===== config.mk =====
export PLATFORM = sky130hd
export DESIGN_NAME = upsampler_2x
export DESIGN_NICKNAME = d
export VERILOG_FILES = /design/src/rtl/upsampler_2x.sv
export SDC_FILE = /design/constraint.sdc
export NUM_CORES = 2
export LEC_CHECK = 0
export BUFFER_PORTS_ARGS = -buffer_cell sky130_fd_sc_hd__buf_2
export CAP_MARGIN = 20
export CORE_UTILIZATION = 40
export CTS_BUF_LIST = sky130_fd_sc_hd__clkbuf_8 sky130_fd_sc_hd__clkbuf_16
export DETAILED_ROUTE_END_ITERATION = 8
export PLACE_DENSITY = 0.55
export SYNTH_ARGS = -nofsm -noshare
export SYNTH_HDL_FRONTEND = slang
export SYNTH_SLANG_ARGS = --single-unit

===== constraint.sdc =====
create_clock -name clock -period 7.25 [get_ports clock]
set_input_delay 0 -clock clock [delete_from_list [all_inputs] [get_ports clock]]
set_output_delay 0 -clock clock [all_outputs]
set_load 0.005 [all_outputs]

===== src/rtl/upsampler_2x.sv =====
// rtl/upsampler_2x.sv - 2x nearest-neighbour upsampler: each pixel twice per row, each row twice
// LIVE pops from a FWFT FIFO and fills the line buffer; REPLAY re-emits the buffered row.
module upsampler_2x #(
  parameter int IN_WIDTH = 420,
  parameter int DATA_W   = 8
) (
  input  logic              clock,
  input  logic              reset,
  input  logic              valid,
  input  logic [DATA_W-1:0] data,
  output logic [DATA_W-1:0] dataout,
  output logic              validout,
  output logic              fifo_read
);

  localparam int XW = (IN_WIDTH > 1) ? $clog2(IN_WIDTH) : 1;
  localparam logic [XW-1:0] X_LAST = XW'(IN_WIDTH - 1);

  typedef enum logic {
    LIVE   = 1'b0,
    REPLAY = 1'b1
  } state_t;

  state_t            state_q, state_d;
  logic [XW-1:0]     x_q, x_d;
  logic              phase_q, phase_d;
  logic [DATA_W-1:0] dataout_q, dataout_d;
  logic              validout_q, validout_d;

  logic [DATA_W-1:0] line_buf [IN_WIDTH];
  logic [DATA_W-1:0] prefetch_q;
  logic [XW-1:0]     rd_addr;
  logic              wr_en;
  logic              pop;

  always_comb begin
    state_d    = state_q;
    x_d        = x_q;
    phase_d    = phase_q;
    dataout_d  = dataout_q;
    validout_d = 1'b0;
    pop        = 1'b0;
    wr_en      = 1'b0;
    rd_addr    = '0;
    case (state_q)
      LIVE: begin
        if (!phase_q) begin
          pop = valid;
          if (valid) begin
            dataout_d  = data;
            validout_d = 1'b1;
            wr_en      = 1'b1;
            phase_d    = 1'b1;
          end
        end else begin
          validout_d = 1'b1;
          phase_d    = 1'b0;
          if (x_q == X_LAST) begin
            x_d     = '0;
            state_d = REPLAY;
          end else begin
            x_d = x_q + 1'b1;
          end
        end
      end
      REPLAY: begin
        // prefetch_q always holds the pixel due on the next edge, so the read address leads by one cycle
        dataout_d  = prefetch_q;
        validout_d = 1'b1;
        phase_d    = ~phase_q;
        if (!phase_q) begin
          rd_addr = x_q;
        end else if (x_q == X_LAST) begin
          rd_addr = '0;
          x_d     = '0;
          state_d = LIVE;
        end else begin
          rd_addr = x_q + 1'b1;
          x_d     = x_q + 1'b1;
        end
      end
      default: state_d = LIVE;
    endcase
  end

  always_ff @(posedge clock or negedge reset) begin
    if (!reset) begin
      state_q    <= LIVE;
      x_q        <= '0;
      phase_q    <= 1'b0;
      dataout_q  <= '0;
      validout_q <= 1'b0;
    end else begin
      state_q    <= state_d;
      x_q        <= x_d;
      phase_q    <= phase_d;
      dataout_q  <= dataout_d;
      validout_q <= validout_d;
    end
  end

  // While LIVE the read port parks on column 0, so the first REPLAY pixel is ready on entry
  always_ff @(posedge clock) begin
    if (wr_en) begin
      line_buf[x_q] <= data;
    end
    prefetch_q <= line_buf[rd_addr];
  end

  assign fifo_read = pop & reset;
  assign dataout   = dataout_q;
  assign validout  = validout_q;

endmodule


==> results.yml <==
worst_hold_path:
  min_from: "data[0]"
  hold_path_end: "line_buf[399][0]$_DFFE_PP_"
  hold_path_class: "input port to register"
  whs_path_depth: 2
floorplanning:
  start_util_pct: 40.2
  rows: 212
  pin_count: 21
  die-area_mm2: 0.337
  die_w_um: 580
  die_h_um: 580
  core_area_mm2: 0.333
power:
  power_switching_uw: 11200
  p_leak_uw: 0.0485
  p_int_uw: 32200
  power_uw: 43400
  power.share.switching_pct: 25.7
  peakVddDrop_uv: 246
  cellPowerDensity_mw_per_mm2: 287
  p_comb_share_pct: 9.3
  power_frac_clock_pct: 40.7
  p_seq_share_pct: 50.0
cells_and_area:
  post-route-util_pct: 45.5
  final_common_cell: "edfxtp_1"
  final_cell_mix: "3360 x edfxtp_1, 1404 x nand2_1, 607 x nor2_1"
  fin_nets: 9436
  drive_above_1_share_pct: 10.2
  final_cell_area_mm2: 0.152
  syn2layout_area_growth_pct: 13.3
timing:
  fin_crit_ps: 6440
  setup_violations: 0
  fin_worst_skew_ps: 50.9
  finalSetupTns_ps: 0
  fmax_mhz: 155
  slew_violations: 0
  worstMarginPinSlew_ps: 1360
  maxSlewHeadroom_pct: 9.11
  rsz0062_at_grt: "false"
  finalHoldViolCount: 0
  hold_slack_ps: 72.3
  finalCritPeriodShare_pct: 88.9
critical_path:
  ff2ff_path_depth: 13
  crit_type: "register to register"
  worstReg2RegStart: "x_q[0]$_DFF_PN0_"
  cp.arrival_ps: 7240
  critPathLaunchType: "register"
  worst_r2r_endpoint: "prefetch_q[7]$_DFF_P_"
  r2r_slack_ps: 810
  cp-end-kind: "register"
  critPathMaxFanout: 53
  required_ps: 8050
detailed_routing:
  route.detailed.drc: 0
  drt_pass1_iterations: 6
  num_vias: 91161
  first_iter_violations: 14081
  wl_per_cell_um: 36.6
  drt_wl_total_mm: 517
  ant_nets: 0
  vias_per_cell: 6.46
global_route:
  grt_overflow_total: 0
  grt_usage_pct: 29.9
  grt_pass1_wl_mm: 707
  grt_pass1_vias: 85765
  antenna_found_initial: 54
  grt_max_degree: 196
synth:
  ys_types: 85
  ys_ff_latch: 3388
  yosysWarnings: 0
  async_flop_share_pct: 0.590
  synth_area_mm2: 0.134
  yosysTopAreaCellShare_pct: 75.4
  syn_nets: 9399
  avgSynthCellArea_um2: 14.3
  synthFlopType: "edfxtp_1"
  netlist_top_cells_area: "edfxtp_1 75%, nand2_1 4.0%, nand3_1 1.7%, nor2_1 1.7%, mux2i_1 1.5%"
  yosysSeqAreaShare_pct: 75.9
  synth_edf_count: 3360
  syn_inst: 9384
  yosys.area.top_type: "edfxtp_1"
place:
  io_buffers: 20
  dpl_cell_area_mm2: 0.140
  gp_congestion: 0.941
  dp_hpwl_mm: 310
cts:
  clockBufferDepth: 4
  clk_latency_ps: 970
  cts_tree: "built"
  clock_sinks: 3388
  numCtsBuffers: 349
  cts-htree-levels: 5
  cts_resized: 0
  clk_pin_slew_worst_paths_ps: 70
  cts_root_buffer: "clkbuf_16"
job:
  drv_cap: 0
status:
  status: "complete, no violations"
==> critical path, stage by stage (launching register included) <==
cell      delay (ps)
dfrtp_1          590
ha_1             420
a21boi_0         410
o21a_1           630
nand2_4          590
nor2_4           730
buf_12           380
a32oi_1          250
and4_1           380
a31oi_1          410
a31oi_1          150
a211oi_1         920
buf_4            250
o41ai_1           60
==> worst max path at each step <==
stage	slack, ps	from	endpoint
floorplan	3960	x_q[0]$_DFF_PN0_	prefetch_q[3]$_DFF_P_
global placement	1170	x_q[0]$_DFF_PN0_	prefetch_q[7]$_DFF_P_
detailed placement	1190	x_q[0]$_DFF_PN0_	prefetch_q[7]$_DFF_P_
CTS	1160	x_q[0]$_DFF_PN0_	prefetch_q[7]$_DFF_P_
global route	800	x_q[0]$_DFF_PN0_	prefetch_q[7]$_DFF_P_
finish	810	x_q[0]$_DFF_PN0_	prefetch_q[7]$_DFF_P_
==> through the flow <==
| step | instances | worst slack (ps) |
|---|---|---|
| 4_1_cts | 14075 | 1160 |
| 6_report | 14120 | 808 |
| 3_5_place_dp | 13434 | 1190 |
| 2_1_floorplan | 9384 | 3960 |
| 5_1_grt | 14088 | 797 |
| 3_3_place_gp | 13422 | 1170 |
==> registers in the layout, indices dropped and copies added, names as in the netlist <==
register and cells:
phase_q 1, x_q 9, dataout 8, prefetch_q 8, validout 1, state_q 1
line_buf 3360
==> power by group through the flow <==
stage	logic, uW	registers (uW)	clock network [uW]
finish	4020	21700	17700
CTS	3880	21700	17700
detailed placement	3870	22100	0
global route	4080	21700	18400
global placement	3820	22100	0
floorplan	2010	22100	0
==> layer usage <==
metal | vias to the layer above | part of all wire (%) | track usage (%)
met5 | - | 0.042 | 0
li1 | 36511 | - | -
met4 | 32 | 6.4 | 16.7
met1 | 46359 | 37 | 39.7
met2 | 6861 | 43 | 43.8
met3 | 1398 | 13 | 8.99
==> final cells by class <==
cell class | instances | area [um2]
Tap cell | 4387 | 5490
Sequential cell | 3388 | 102000
Inverter | 26 | 113
Antenna cell | 35 | 87.6
Clock buffer | 355 | 8870
Fill cell | 29215 | 182000
Timing Repair Buffer | 399 | 3810
Clock inverter | 273 | 2180
Multi-Input combinational cell | 5257 | 29400
==> cell usage after synthesis (all sizes together), types with 130 or more instances <==
master,count
a211oi,142
a21oi,262
a31oi,254
buf,395
clkbuf,318
edfxtp,3360
mux2i,204
nand2,1426
nand3,467
nor2,625
nor3,130
o21ai,350
o221ai,181
o22ai,242
or3,173
==> repair_timing <==
item                      in CTS  in global routing
hold endpoints to repair    1072                  0
hold buffers                  13                  0
setup buffers                  0                  0
==> cells by family (layout without fill, tap and decap cells) <==
kind of cell	count (synthesis)	count (layout)	share of synthesized area, %
flip-flops	3388	3388	75.9
XOR/XNOR	7	7	0.0514
buffers and inverters	739	1053	2.44
other	0	35	0
AND/OR/NAND/NOR	3095	3095	10.1
multiplexers	232	232	1.77
AO/OA/AOI/OAI	1919	1919	9.65
adder cells (fa/ha/maj)	4	4	0.0374
Note: power is estimated with default switching activity, not from simulation.
